===== src/rtl/spi_pkg.sv =====
// Shared constants and types for the SPI slave.
// Every file in the block imports this package so data and synchronizer widths are defined once.
package spi_pkg;

    localparam int DATA_W      = 8;
    localparam int SYNC_STAGES = 2;
    localparam int BIT_W       = $clog2(DATA_W);

    typedef enum logic {
        IDLE   = 1'b0,
        ACTIVE = 1'b1
    } state_t;

endpackage


===== src/rtl/spi_sync.sv =====
// Multi-flop synchronizer for one asynchronous pin.
// The reset value is a parameter so each pin starts at its inactive level.
module spi_sync
    import spi_pkg::*;
#(
    parameter logic RESET_VAL = 1'b0
) (
    input  logic clk,
    input  logic rst_n,
    input  logic d,
    output logic q
);

    logic [SYNC_STAGES-1:0] stages;

    // NOTE: sequential state uses non-blocking assignments only, so stages shift one flop per clock.
    always_ff @(posedge clk or negedge rst_n) begin
        if (!rst_n) begin
            stages <= {SYNC_STAGES{RESET_VAL}};
        end else begin
            stages <= {stages[SYNC_STAGES-2:0], d};
        end
    end

    assign q = stages[SYNC_STAGES-1];

endmodule


===== src/rtl/spi_slave.sv =====
// SPI slave for all four modes, clocked entirely by the system clock.
// spi_clk, cs_n and mosi are oversampled, and the block keeps one TX holding register.
module spi_slave
    import spi_pkg::*;
#(
    parameter int CLK_RATIO = 8
) (
    input  logic              clk,
    input  logic              rst_n,
    input  logic              cpol,
    input  logic              cpha,
    input  logic              spi_clk,
    input  logic              cs_n,
    input  logic              mosi,
    output logic              miso,
    output logic              miso_oe,
    input  logic [DATA_W-1:0] tx_data,
    input  logic              tx_valid,
    output logic              tx_ready,
    output logic [DATA_W-1:0] rx_data,
    output logic              rx_valid,
    output logic              tx_underrun,
    output logic              busy
);

    localparam int              FLUSH_W  = $clog2(SYNC_STAGES + 1);
    localparam logic [BIT_W-1:0] LAST_BIT = BIT_W'(DATA_W - 1);

    // The synchronizer and edge-detect latency consumes several clk cycles of every spi_clk half period.
    if (CLK_RATIO < 8) begin : g_ratio_check
        $error("spi_slave: CLK_RATIO must be at least 8");
    end

    logic sclk_s, cs_s, mosi_s;
    logic sclk_d, cs_d;

    spi_sync #(.RESET_VAL(1'b0)) u_sync_sclk (.clk(clk), .rst_n(rst_n), .d(spi_clk), .q(sclk_s));
    spi_sync #(.RESET_VAL(1'b1)) u_sync_cs   (.clk(clk), .rst_n(rst_n), .d(cs_n),    .q(cs_s));
    spi_sync #(.RESET_VAL(1'b0)) u_sync_mosi (.clk(clk), .rst_n(rst_n), .d(mosi),    .q(mosi_s));

    always_ff @(posedge clk or negedge rst_n) begin
        if (!rst_n) begin
            sclk_d <= 1'b0;
            cs_d   <= 1'b1;
        end else begin
            sclk_d <= sclk_s;
            cs_d   <= cs_s;
        end
    end

    // A chip select that is already low when reset releases is not a frame start.
    // Arm only after the synchronizer has flushed and cs_n has been seen high.
    logic [FLUSH_W-1:0] flush_cnt;
    logic               cs_armed;

    always_ff @(posedge clk or negedge rst_n) begin
        if (!rst_n) begin
            flush_cnt <= '0;
            cs_armed  <= 1'b0;
        end else begin
            if (flush_cnt != FLUSH_W'(SYNC_STAGES)) begin
                flush_cnt <= flush_cnt + FLUSH_W'(1);
            end
            if ((flush_cnt == FLUSH_W'(SYNC_STAGES)) && cs_s) begin
                cs_armed <= 1'b1;
            end
        end
    end

    state_t             state, state_next;
    logic               cpol_q, cpha_q;
    logic [BIT_W-1:0]   bit_cnt;
    logic               start_pending;
    logic [DATA_W-1:0]  rx_shift, rx_next;
    logic [DATA_W-1:0]  tx_shift, hold_data;
    logic               hold_full;

    logic cs_fall, cs_rise, sclk_edge, lead_edge, trail_edge;
    logic in_frame, sample_ev, shift_ev, enter;
    logic cont_start, byte_start, tx_shift_ev, handshake;

    assign cs_fall    = cs_d & ~cs_s;
    assign cs_rise    = ~cs_d & cs_s;
    assign sclk_edge  = sclk_s ^ sclk_d;
    assign lead_edge  = sclk_edge & (sclk_s ^ cpol_q);
    assign trail_edge = sclk_edge & ~(sclk_s ^ cpol_q);

    // Deselection wins over any spi_clk edge seen in the same cycle.
    assign in_frame   = (state == ACTIVE) & ~cs_rise;
    assign sample_ev  = in_frame & (cpha_q ? trail_edge : lead_edge);
    assign shift_ev   = in_frame & (cpha_q ? lead_edge : trail_edge);
    assign enter      = (state == IDLE) & cs_fall & cs_armed;

    // After a wrap, the next shift edge presents the MSB of the following byte, so the byte start
    // waits for that edge. A frame that ends on the wrap does not consume a held byte.
    assign cont_start  = shift_ev & (bit_cnt == '0) & start_pending;
    assign byte_start  = enter | cont_start;
    assign tx_shift_ev = shift_ev & (bit_cnt != '0);
    assign handshake   = tx_valid & tx_ready;
    assign rx_next     = {rx_shift[DATA_W-2:0], mosi_s};

    always_ff @(posedge clk or negedge rst_n) begin
        if (!rst_n) begin
            state <= IDLE;
        end else begin
            state <= state_next;
        end
    end

    // NOTE: default first so every path assigns state_next and no latch is inferred.
    always_comb begin
        state_next = state;
        case (state)
            IDLE:    if (enter)   state_next = ACTIVE;
            ACTIVE:  if (cs_rise) state_next = IDLE;
            default: state_next = IDLE;
        endcase
    end

    always_ff @(posedge clk or negedge rst_n) begin
        if (!rst_n) begin
            cpol_q        <= 1'b0;
            cpha_q        <= 1'b0;
            bit_cnt       <= '0;
            start_pending <= 1'b0;
            rx_shift      <= '0;
            rx_data       <= '0;
            rx_valid      <= 1'b0;
            tx_shift      <= '0;
            hold_data     <= '0;
            hold_full     <= 1'b0;
            tx_underrun   <= 1'b0;
        end else begin
            rx_valid    <= 1'b0;
            tx_underrun <= 1'b0;

            if (enter) begin
                cpol_q        <= cpol;
                cpha_q        <= cpha;
                bit_cnt       <= '0;
                start_pending <= 1'b0;
            end

            // A partial byte is dropped; the held TX byte survives deselection.
            if ((state == ACTIVE) && cs_rise) begin
                bit_cnt       <= '0;
                start_pending <= 1'b0;
            end

            if (sample_ev) begin
                rx_shift <= rx_next;
                bit_cnt  <= bit_cnt + BIT_W'(1);
                if (bit_cnt == LAST_BIT) begin
                    rx_data       <= rx_next;
                    rx_valid      <= 1'b1;
                    start_pending <= 1'b1;
                end
            end

            if (cont_start) begin
                start_pending <= 1'b0;
            end

            if (byte_start) begin
                if (hold_full) begin
                    tx_shift  <= hold_data;
                    hold_full <= 1'b0;
                end else if (tx_valid) begin
                    tx_shift <= tx_data;
                end else begin
                    tx_shift    <= '1;
                    tx_underrun <= 1'b1;
                end
            end else begin
                if (tx_shift_ev) begin
                    tx_shift <= {tx_shift[DATA_W-2:0], 1'b1};
                end
                if (handshake) begin
                    hold_data <= tx_data;
                    hold_full <= 1'b1;
                end
            end
        end
    end

    assign busy     = (state == ACTIVE);
    assign miso_oe  = busy;
    assign miso     = miso_oe & tx_shift[DATA_W-1];
    assign tx_ready = ~hold_full;

endmodule

===== config.mk =====
export PLATFORM = sky130hd
export DESIGN_NAME = spi_slave
export DESIGN_NICKNAME = d
export VERILOG_FILES = /design/src/rtl/spi_pkg.sv /design/src/rtl/spi_sync.sv /design/src/rtl/spi_slave.sv
export SDC_FILE = /design/constraint.sdc
export NUM_CORES = 1
export LEC_CHECK = 0
export CAP_MARGIN = 10
export CORE_MARGIN = 2
export CORE_UTILIZATION = 56
export CTS_BUF_LIST = sky130_fd_sc_hd__clkbuf_8
export DETAILED_ROUTE_END_ITERATION = 8
export PLACE_DENSITY_LB_ADDON = 0.25
export SYNTH_ARGS = -nofsm -noshare
export SYNTH_HDL_FRONTEND = slang
export SYNTH_SLANG_ARGS = --single-unit

===== constraint.sdc =====
create_clock -name clk -period 2.8 [get_ports clk]
set_clock_uncertainty 0.15 [all_clocks]
set_input_delay 0.28 -clock clk [delete_from_list [all_inputs] [get_ports clk]]
set_output_delay 0.28 -clock clk [all_outputs]
set_load 0.02 [all_outputs]

* After elaboration in Yosys (flattened, before gate mapping)
Cells that the tools add are included.
** Word-level totals
- Flip-flop bits (word level) :: 52
- Input bits :: 16
** Cells by class
- Add/subtract/negate cells :: 2
- Eq/ne operators :: 3
- Mux-type cells :: 24
- Bitwise operators :: 24
- Reduce and logical (&&, ||, !) cells :: 9
** Operators with widths (count)
- $mux W8 :: 4
- $mux W1 :: 16
- $and A1 B1 Y1 :: 14
- $mux W3 :: 3
- $not A1 Y1 :: 7
- $reduce_bool A3 Y1 :: 2
- $reduce_and A2 Y1 :: 2
- $reduce_bool A2 Y1 :: 2
- $add A3 B1 Y3 const B :: 1
- $eq A3 B3 Y1 const B :: 1
- $logic_not A3 Y1 :: 1
- $add A2 B1 Y2 const B :: 1
- $eq A2 B2 Y1 const B :: 1
- $logic_and A1 B1 Y1 :: 2
- $ne A2 B2 Y1 const B :: 1
- $pmux W1 S2 :: 1
- $xor A1 B1 Y1 :: 2
- $or A1 B1 Y1 :: 1

* Logic depth before layout (Yosys ltp)
Gate-level depths: netlist of run 1.
- Depth after elaboration :: 10
- Mapped depth :: 8
- Gate-level depth less buffers :: 7

* Modules after synthesis
From an unflattened synthesis of run 1, not the netlist that was laid out.
** Second synthesis, totals
- Cells, all modules :: 160
- Area, all modules :: 2167.1 um^2
** Modules (own cells, without submodules)
- spi_slave :: times used 1, cells an instance 154, area each 2014.4 um^2, sequential area each 1152.4 um^2
- spi_sync at u_sync_mosi ... :: times used 2, cells an instance 2, area each 50.0 um^2, sequential area each 50.0 um^2
- spi_sync at u_sync_cs :: times used 1, cells an instance 2, area each 52.6 um^2, sequential area each 52.6 um^2

* Worst setup path after synthesis of run 1
OpenSTA, ideal clock, no wires.
- Path type :: reg2reg
- Start :: register bit_cnt[0]
- End :: register hold_data[0]
- Library setup time :: 0.125 ns
- Arrival time :: 1.839 ns
- Path slack :: 0.686 ns
- Stages on the path, launching flop included :: 9
- Clock period less this slack :: 2.114 ns
- Cells stage by stage :: dfrtp_1 -> inv_1 -> ha_1 -> nor2b_1 -> nand2_1 -> o31ai_4 -> or2_1 -> buf_6 -> mux2_4
** On the way
- Cells in the longest elaborated chain, start to end :: 6
** RTL lines
- from (decl) :: line spi_slave.sv:72 : logic [BIT_W-1:0] bit_cnt;
- from (signal assigned) :: line spi_slave.sv:152 : bit_cnt <= bit_cnt + BIT_W'(1);
- $logic_not A3 Y1 :: line spi_slave.sv:96 : assign cont_start = shift_ev & (bit_cnt == '0) & start_pending;
- $and A1 B1 Y1 (2 in series) :: line spi_slave.sv:96
- $or A1 B1 Y1 :: line spi_slave.sv:97 : assign byte_start = enter | cont_start;
- $not A1 Y1 (no line)
- $reduce_and A2 Y1 (no line)
- to (signal assigned) :: line spi_slave.sv:179 : hold_data <= tx_data;
- to (decl) :: line spi_slave.sv:75 : logic [DATA_W-1:0] tx_shift, hold_data;
Every way passes these cells.
A chain may end at the register's enable or synchronous reset.

* Worst setup path after layout of run 1
Same ends and word-level chain as after synthesis.

==> results of run 1 <==
state kept, by name, indices dropped and copies added (netlist names), 2 cells and up:
signal              cells
tx_shift                8
u_sync_cs.stages        2
rx_data                 8
bit_cnt                 3
u_sync_mosi.stages      2
rx_shift                7
flush_cnt               2
hold_data               8
u_sync_sclk.stages      2
report_power, final:
group | switching, mW | leakage, nW | internal, mW | total [mW]
clock | 0.219 | 0.0538 | 0.194 | 0.414
combinational | 0.188 | 0.490 | 0.233 | 0.420
sequential | 0.113 | 0.644 | 0.926 | 1.04
total | 0.519 | 1.19 | 1.35 | 1.87
path summary, 6_finish.rpt:
check                                        end             startpoint  depth (start not counted)  slack, ns
setup / recovery                    hold_data[0]             bit_cnt[0]                          7       0.50
hold / removal             u_sync_mosi.stages[1]  u_sync_mosi.stages[0]                          0       0.21
setup reg to reg                    hold_data[0]             bit_cnt[0]                          7       0.50
hold reg to reg            u_sync_mosi.stages[1]  u_sync_mosi.stages[0]                          0       0.21
max in group asynchronous    u_sync_cs.stages[1]                  rst_n                          3       1.56
min in group asynchronous               rx_valid                  rst_n                          2       0.34
cells by family (layout without fill, tap and decap cells):
kind of cell / after synthesis / count (layout) / share of synthesized area
DFF: 52 / 52 / 0.602
muxes: 33 / 33 / 0.181
and+or+nand+nor: 32 / 32 / 0.0745
AOI/OAI and AO/OA: 24 / 24 / 0.0785
buffers and inverters: 13 / 49 / 0.0289
adders and majority gates: 4 / 4 / 0.0231
xor gates and xnor gates: 2 / 2 / 0.0116
metal layers:
| metal | routed length [um] | GRT usage |
|---|---|---|
| met1 | 1470 | 0.230 |
| met2 | 1740 | 0.288 |
| met3 | 144 | 0.0494 |
| met4 | 40 | 0.0765 |
| met5 | 0 | 0 |
synthesized netlist by cell type, drive strengths merged, types with 2 or more instances:
cell	instances
dfrtp	49
mux2	23
nand2	17
o21ai	11
mux2i	10
inv	8
o221ai	6
buf	4
ha	4
dfstp	3
nor2	3
nor2b	3
nor3	3
a21oi	2
and2	2
cells in the final DEF, fill, tap and decap left out, types with 2 or more instances in the layout:
cell type	count
sky130_fd_sc_hd__and2_1	2
sky130_fd_sc_hd__mux2_4	8
sky130_fd_sc_hd__a21oi_1	2
sky130_fd_sc_hd__nand2_1	17
sky130_fd_sc_hd__clkdlybuf4s50_1	28
sky130_fd_sc_hd__nor2_1	3
sky130_fd_sc_hd__o21ai_0	10
sky130_fd_sc_hd__clkbuf_8	6
sky130_fd_sc_hd__inv_1	10
sky130_fd_sc_hd__nor3_1	2
sky130_fd_sc_hd__buf_4	2
sky130_fd_sc_hd__dfstp_2	3
sky130_fd_sc_hd__mux2_2	15
sky130_fd_sc_hd__mux2i_1	9
sky130_fd_sc_hd__nor2b_1	3
sky130_fd_sc_hd__dfrtp_1	49
sky130_fd_sc_hd__ha_1	4
sky130_fd_sc_hd__o221ai_1	6
through the flow:
| stage | util | worst slack, ns | area, um^2 |
|---|---|---|---|
| 2_1_floorplan | - | 0.686 | 2170 |
| 3_3_place_gp | 0.676 | 0.623 | 2490 |
| 3_5_place_dp | 0.676 | 0.491 | 2490 |
| 4_1_cts | 0.701 | 0.488 | 2580 |
| 5_1_grt | 0.709 | 0.416 | 2620 |
| 6_report | 0.709 | 0.497 | 2620 |
layout make-up:
cell class | count | area, um^2
Clock inverter | 2 | 7.51
Clock buffer | 6 | 82.6
Multi-Input combinational cell | 95 | 800
Tap cell | 48 | 60.1
Timing Repair Buffer | 33 | 330
Fill cell | 260 | 1070
Sequential cell | 52 | 1310
Inverter | 8 | 30.0
==> impl_summary.txt, run 1 <==
----------------------------------------------------
[Critical path]
  Crit Path Category ... reg -> reg
  Critical path required time ... 2.84 ns
  Worst path slowest cell ... sky130_fd_sc_hd__or2_1
  Crit-path leading delay family ... simple AND/OR/NAND/NOR gates
  Largest stage delay on the critical path ... 0.45 ns
  Cell breakdown of the critical path ... inv_1 -> ha_1 -> nor2b_1 -> nand2_1 -> o31ai_4 -> or2_1 -> mux2_4
  Max FO, Critical Path ... 8
  Nature of the critical path endpoint ... register
  Kind of start point of the critical path ... register
  Worst path arrival time ... 2.34 ns
  Count of buffering cells on the critical path with inverters included ... 1

[Global route]
  Via count of the first global-routing pass ... 1362
  GRT Util Overall ... 0.180
  Overall overflow remaining after global route ... 0
  Number of antenna violations at the first check in global routing ... 0
  Largest net degree at the start of global routing ... 53
  First-pass GRT wire length ... 5870 um

[Placed design]
  Port Buffer Count ... 29
  Final weighted congestion in routability-driven placement ... 0.737
  Sum of net half-perimeters after detailed placement ... 2460 um
  Placed cells ... 234

[Clocking]
  Clk_lat worst skew ... 0.30 ns
  Count of hold buffers inserted by post-cts repair ... 0
  Buffer type at the clock tree root ... sky130_fd_sc_hd__clkbuf_8
  CTS tree ... done
  Number of buffers inserted during clock tree synthesis ... 5
  Maximum clock insertion buffer count ... 2
  Clock net sink count ... 52
  Number of H-tree levels ... 2
  Post-CTS setup buffer count ... 0
  Count of instances resized after the clock tree is built ... 0
  CTS clock-pin slew for the worst setup and hold paths ... 0.08 ns

[Finish]
  Number of antenna repair diodes ... 0
  Final cell count without fillers ... 244
  Area Overhead vs Synth ... 20.7%
  Fraction of final layout cells sized beyond drive strength 1 ... 0.209
  Number of nets in the layout ... 215

[Power]
  Standby leakage power ... 1.19 nW
  Worst vdd rail ir drop ... 548 uV
  Final total power ... 1.87 mW
  Pwr/cell area ... 716 nW/um^2

[Hold path]
  Worst hold path type ... reg -> reg

[Yosys]
  Most area-consuming cells after synthesis ... sky130_fd_sc_hd__dfrtp_1, sky130_fd_sc_hd__mux2_2, sky130_fd_sc_hd__mux2_4, sky130_fd_sc_hd__mux2i_1, sky130_fd_sc_hd__dfstp_2
  Number of synthesized flops with an enable pin ... 0
  Netlist Area Pre-Place ... 2170 um^2
  Ys Warns ... 0
  Post-synthesis sequential area ratio ... 0.602
  Post-Synthesis Net Count ... 180
  Leading area contributor after synthesis ... sky130_fd_sc_hd__dfrtp_1
  Register bit total from synthesis ... 52
  Synth async-reset ratio ... 1.00
  Post-synth top area share ... 0.566
  Main flop type after synthesis ... sky130_fd_sc_hd__dfrtp_1
  Average cell area after synthesis ... 13.5 um^2
  Number of distinct library cells after synthesis ... 33
  Post-synthesis instance total ... 160

[Timing]
  Final setup violation count ... 0
  Fmax achieved ... 0.434 GHz
  Final period utilization ... 0.822
  Final hold slack ... 0.209 ns
  Count of pins over their slew limit ... 0
  Setup TNS ... 0 ns
  Min Clock Period, post-route ... 2.30 ns
  Slew of the pin with the lowest slew margin ... 0.533 ns
  Unrepaired setup endpoints after global routing ... no
  Worst rel slew slack ... 0.644
  Hold Vio Cnt, Final ... 0

[Drt]
  Average wire per standard cell ... 13.9 um
  Drc violations ... 0
  Routed vias ... 1312
  Iter 0 DRT Violations ... 71
  Average via count per standard cell ... 5.38
  Final routed wirelength across all metal layers ... 3400 um
  Post-DRT Antenna Nets ... 0
  Total iterations of the first detailed-routing run ... 4

[Floorplan]
  Die Footprint ... 4380 um^2
  Area of the core ... 3690 um^2
  Die height ... 66.2 um
  # IOs ... 30
  Row Count ... 22
  Starting density of the core ... 0.588
  Die width ... 66.2 um

[Run status]
  Result of the run ... completed

[Job]
  Max Cap Viol ... 0

----------------------------------------------------
Note: power is estimated with default switching activity, not from simulation.
==> inputs of run 2 (changes only) <==
CORE_UTILIZATION = 51   (was 56)
clock period = 2 ns   (was 2.8 ns; I/O delays follow)
==> run 2 against run 1 <==
  * Wire length grew 14%
  * Utilization decreased by 2.2 points
  * Critical path depth decreased by 2
  * Largest power group unchanged
  * Highest routed layer unchanged
  * Register-to-register slack got worse by 0.47 ns
  * Clock power increased by 49%
  * Setup slack got worse by 0.47 ns
  * Power increased by 49%
==> impl_summary.txt, run 2 (synthesis results as in run 1) <==
----------------------------------------------------
[Floorplan]
  Starting density of the core ... 0.534
  Die height ... 69.2 um
  Die width ... 69.2 um
  # IOs ... 30
  Area of the core ... 4060 um^2
  Die Footprint ... 4790 um^2
  Row Count ... 23

[Clocking]
  Number of buffers inserted during clock tree synthesis ... 5
  Clock net sink count ... 52
  Buffer type at the clock tree root ... sky130_fd_sc_hd__clkbuf_8
  Number of H-tree levels ... 2
  CTS clock-pin slew for the worst setup and hold paths ... 0.09 ns
  CTS tree ... done
  Maximum clock insertion buffer count ... 2
  Clk_lat worst skew ... 0.31 ns

[Global route]
  First-pass GRT wire length ... 6300 um
  Largest net degree at the start of global routing ... 28
  Via count of the first global-routing pass ... 1410
  GRT Util Overall ... 0.169
  Number of antenna violations at the first check in global routing ... 0
  Overall overflow remaining after global route ... 0

[Critical path]
  Number of cells on the critical path ... 5
  Source of the critical timing path ... cpha_q
  Nature of the critical path endpoint ... register
  Worst path arrival time ... 2.02 ns
  Endpoint of the worst register-to-register path ... hold_data[7]
  Critical path required time ... 2.04 ns
  R2r worst-path depth ... 5
  Largest stage delay on the critical path ... 0.43 ns
  Cell breakdown of the critical path ... xor2_2 -> mux2i_4 -> o31ai_4 -> or2_4 -> mux2_4
  Worst path slowest cell ... sky130_fd_sc_hd__dfrtp_1
  Count of buffering cells on the critical path with inverters included ... 0
  Kind of start point of the critical path ... register
  Crit Path Category ... reg -> reg
  Max FO, Critical Path ... 8
  Crit-path leading delay family ... multiplexers
  Capture point of the worst path ... hold_data[7]
  Reg-to-reg critical path startpoint ... cpha_q
  Worst reg2reg setup slack ... 0.03 ns

[Power]
  Standby leakage power ... 1.28 nW
  Pwr/cell area ... 999 nW/um^2
  Worst vdd rail ir drop ... 673 uV

[Timing]
  Min Clock Period, post-route ... 1.97 ns
  Hold Vio Cnt, Final ... 0
  Slew of the pin with the lowest slew margin ... 0.608 ns
  Final hold slack ... 0.148 ns
  Worst rel slew slack ... 0.595
  Fmax achieved ... 0.507 GHz
  Unrepaired setup endpoints after global routing ... yes
  Final period utilization ... 0.987
  Count of pins over their slew limit ... 0
  Final setup violation count ... 0
  Setup TNS ... 0 ns

[Placed design]
  Placed cells ... 246
  Port Buffer Count ... 29
  Sum of net half-perimeters after detailed placement ... 2720 um
  Final weighted congestion in routability-driven placement ... 0.751
  Cell Area, Placed ... 2620 um^2

[Run status]
  Result of the run ... completed

[Finish]
  Final cell count without fillers ... 257
  Number of inserted filler cells in the final layout ... 280
  Fraction of final layout cells sized beyond drive strength 1 ... 0.285
  Area Overhead vs Synth ... 28.6%
  Commonest non-fill, non-tap cells in the layout ... sky130_fd_sc_hd__dfrtp_1, sky130_fd_sc_hd__clkdlybuf4s50_1, sky130_fd_sc_hd__nand2_1, sky130_fd_sc_hd__mux2_4, sky130_fd_sc_hd__buf_4
  Biggest registers after layout ... hold_data x8, rx_data x8, tx_shift x8
  Design Area, Final ... 2790 um^2
  Most common library cell in the layout ignoring fill and taps ... sky130_fd_sc_hd__dfrtp_1
  Number of nets in the layout ... 226
  Number of antenna repair diodes ... 0

[Drt]
  Average via count per standard cell ... 5.18
  Final routed wirelength across all metal layers ... 3860 um
  Average wire per standard cell ... 15.0 um
  Routed vias ... 1330
  Drc violations ... 0
  Total iterations of the first detailed-routing run ... 4
  Post-DRT Antenna Nets ... 0
  Iter 0 DRT Violations ... 61

[Hold path]
  Worst hold path type ... in -> reg

[Job]
  Max Cap Viol ... 0

----------------------------------------------------
-- run 2: per-stage QoR --
| step | util | worst slack, ns | total power [mW] |
|---|---|---|---|
| finish | 0.687 | 0.0269 | 2.78 |
| CTS | 0.671 | 0.0131 | 2.80 |
| global placement | 0.645 | -0.0278 | 2.13 |
| detailed placement | 0.645 | -0.0989 | 2.18 |
| global route | 0.687 | -0.0154 | 2.93 |
| floorplan | - | -0.0427 | 1.90 |
-- run 2: worst reg2reg max path, cell delays in order, from the launching register on --
cell,delay [ns]
sky130_fd_sc_hd__dfrtp_1,0.43
sky130_fd_sc_hd__xor2_2,0.27
sky130_fd_sc_hd__mux2i_4,0.31
sky130_fd_sc_hd__o31ai_4,0.07
sky130_fd_sc_hd__or2_4,0.31
sky130_fd_sc_hd__mux2_4,0.31
-- run 2: metal layers --
metal | global-route usage | routed length (um) | vias up
met5 | 0 | 0 | -
met4 | 0.0719 | 61 | 0
met3 | 0.0494 | 135 | 6
met2 | 0.280 | 1930 | 25
met1 | 0.206 | 1740 | 654
li1 | - | - | 645
-- run 2: report_power, final --
part | internal, mW | leakage [nW] | switching, mW
clock network | 0.255 | 0.0452 | 0.359
registers | 1.30 | 0.644 | 0.165
logic | 0.411 | 0.594 | 0.297
-- run 2: worst min path at each step --
stage	from	to	cells after the start
after floorplan	rst_n	bit_cnt[0]	0
after global placement	rst_n	flush_cnt[0]	1
after detailed placement	rst_n	flush_cnt[1]	1
after CTS	cs_n	u_sync_cs.stages[0]	1
after global routing	cs_n	u_sync_cs.stages[0]	1
final	cs_n	u_sync_cs.stages[0]	1
-- run 2: repair_timing --
action | 4_1_cts | 5_1_grt
buffers inserted | 0 | 1
hold endpoints to repair | 23 | 0
resized for setup | 1 | 11
pin swaps | 0 | 2
hold buffers | 1 | 0
gates cloned | 0 | 1
endpoints found under the setup margin | 8 | 13
-- run 2: cell type report --
class                           instances  area [um^2]  area share
Clock inverter                          3         25.0     0.00898
Sequential cell                        52         1310       0.468
Multi-Input combinational cell         95          850       0.305
Tap cell                               50         62.6      0.0224
Inverter                                8         30.0      0.0108
Timing Repair Buffer                   44          447       0.160
Clock buffer                            5         68.8      0.0247
==> inputs of run 3 (changes only) <==
CORE_UTILIZATION = 28   (was 51)
==> run 3 against run 2 <==
  * Die area up 77%
  * Clock-buffer cell count is 1 higher
  * Design area up 1.3%
  * Non-clock buffer count up 1
  * Critical endpoint is now hold_data[0]
==> impl_summary.txt, run 3 (synthesis results as in run 1) <==
----------------------------------------------------
[Drt]
  Post-DRT Antenna Nets ... 0
  Drc violations ... 0
  Total iterations of the first detailed-routing run ... 4
  Average wire per standard cell ... 11.6 um
  Iter 0 DRT Violations ... 47
  Routed vias ... 1293
  Average via count per standard cell ... 4.17
  Final routed wirelength across all metal layers ... 3580 um

[Finish]
  Number of nets in the layout ... 227
  Most common library cell in the layout ignoring fill and taps ... sky130_fd_sc_hd__dfrtp_1
  Fraction of final layout cells sized beyond drive strength 1 ... 0.274
  Number of inserted filler cells in the final layout ... 742
  Final Util ... 0.371
  Combined flip-flop and latch cell area ... 1310 um^2
  Commonest non-fill, non-tap cells in the layout ... sky130_fd_sc_hd__dfrtp_1, sky130_fd_sc_hd__clkdlybuf4s50_1, sky130_fd_sc_hd__nand2_1, sky130_fd_sc_hd__mux2_2, sky130_fd_sc_hd__buf_4
  Biggest registers after layout ... hold_data x8, rx_data x8, tx_shift x8
  Footprint of the multi-input gates ... 823 um^2
  Area Overhead vs Synth ... 30.4%
  Number of antenna repair diodes ... 0

[Timing]
  Worst rel slew slack ... 0.686
  Final period utilization ... 0.997
  Fmax achieved ... 0.502 GHz
  Min Clock Period, post-route ... 1.99 ns
  Final setup violation count ... 0
  Final worst setup slack ... 0.00641 ns
  Final hold slack ... 0.157 ns
  Unrepaired setup endpoints after global routing ... yes
  Slew of the pin with the lowest slew margin ... 0.468 ns
  Hold Vio Cnt, Final ... 0
  Count of pins over their slew limit ... 0
  Setup TNS ... 0 ns

[Clocking]
  Post-CTS setup buffer count ... 0
  Clk_lat worst skew ... 0.29 ns
  Number of buffers inserted during clock tree synthesis ... 5
  CTS tree ... done
  Clock net sink count ... 52
  Buffer type at the clock tree root ... sky130_fd_sc_hd__clkbuf_8
  Number of H-tree levels ... 2
  Maximum clock insertion buffer count ... 2
  CTS clock-pin slew for the worst setup and hold paths ... 0.09 ns

[Power]
  Worst vdd rail ir drop ... 512 uV
  Pwr/cell area ... 968 nW/um^2
  Standby leakage power ... 1.27 nW
  Final total power ... 2.73 mW

[Global route]
  Largest net degree at the start of global routing ... 29
  GRT Util Overall ... 0.0964
  Number of antenna violations at the first check in global routing ... 0
  First-pass GRT wire length ... 6360 um
  Overall overflow remaining after global route ... 0
  Via count of the first global-routing pass ... 1381

[Floorplan]
  Row Count ... 32
  Die width ... 92.0 um
  Die Footprint ... 8460 um^2
  Die height ... 92.0 um
  Area of the core ... 7610 um^2
  Starting density of the core ... 0.285
  # IOs ... 30

[Critical path]
  Kind of start point of the critical path ... register
  Critical path required time ... 2.03 ns
  Max FO, Critical Path ... 8
  Crit Path Category ... reg -> reg
  Worst path arrival time ... 2.03 ns
  Nature of the critical path endpoint ... register

[Placed design]
  Port Buffer Count ... 29
  Sum of net half-perimeters after detailed placement ... 2660 um
  Worst setup timing slack at the placement stage ... -0.120 ns
  Final weighted congestion in routability-driven placement ... 0.745

[Run status]
  Result of the run ... completed

[Job]
  Max Cap Viol ... 0

[Hold path]
  Worst hold path type ... in -> reg

----------------------------------------------------
==> run 3: worst max-delay path: stages, from the launching register on <==
cell,delay [ns]
sky130_fd_sc_hd__dfrtp_1,0.42
sky130_fd_sc_hd__xor2_2,0.25
sky130_fd_sc_hd__mux2i_4,0.31
sky130_fd_sc_hd__o31ai_4,0.10
sky130_fd_sc_hd__or2_4,0.33
sky130_fd_sc_hd__mux2_4,0.31
==> run 3: path summary, 6_finish.rpt <==
kind	from	slack, ns	endpoint	cells after the start
worst min register to register	u_sync_sclk.stages[0]	0.20	u_sync_sclk.stages[1]	0
min in group asynchronous	rst_n	0.19	bit_cnt[0]	2
worst max register to register	cpha_q	0.006	hold_data[0]	5
worst min-delay path	cs_n	0.16	u_sync_cs.stages[0]	1
worst max-delay path	cpha_q	0.006	hold_data[0]	5
max in group asynchronous	rst_n	0.94	u_sync_cs.stages[0]	3
==> run 3: what timing repair did <==
action / CTS / global route
endpoints found under the hold margin: 41 / 0
pin swaps: 0 / 4
hold buffers: 1 / 0
gates resized for setup: 1 / 2
endpoints found under the setup margin: 8 / 18
==> run 3: per-stage QoR <==
| step | instance area, um^2 | cells |
|---|---|---|
| 2_1_floorplan | 2190 | 160 |
| 3_3_place_gp | 2720 | 301 |
| 3_5_place_dp | 2720 | 301 |
| 4_1_cts | 2820 | 310 |
| 5_1_grt | 2830 | 310 |
| 6_report | 2830 | 310 |
==> run 3: area by class of cell <==
cell class	instances	share of cell area
multi-input combinational	95	0.291
clock inverter	2	0.00266
inverter	8	0.0106
tap	102	0.0452
clock buffer	6	0.0292
sequential	52	0.462
timing repair buffer	45	0.159
==> run 3: power breakdown <==
part	switching (mW)	total, mW	internal (mW)
Combinational	0.284	0.706	0.422
Sequential	0.144	1.44	1.30
Clock	0.315	0.588	0.273
Total	0.743	2.73	1.99
==> run 3: routing by layer <==
layer	global-route usage	vias to the layer above	wire, um
li1	-	654	-
met1	0.110	614	1600
met2	0.165	19	1760
met3	0.0263	6	141
met4	0.0485	0	82
met5	0	-	0
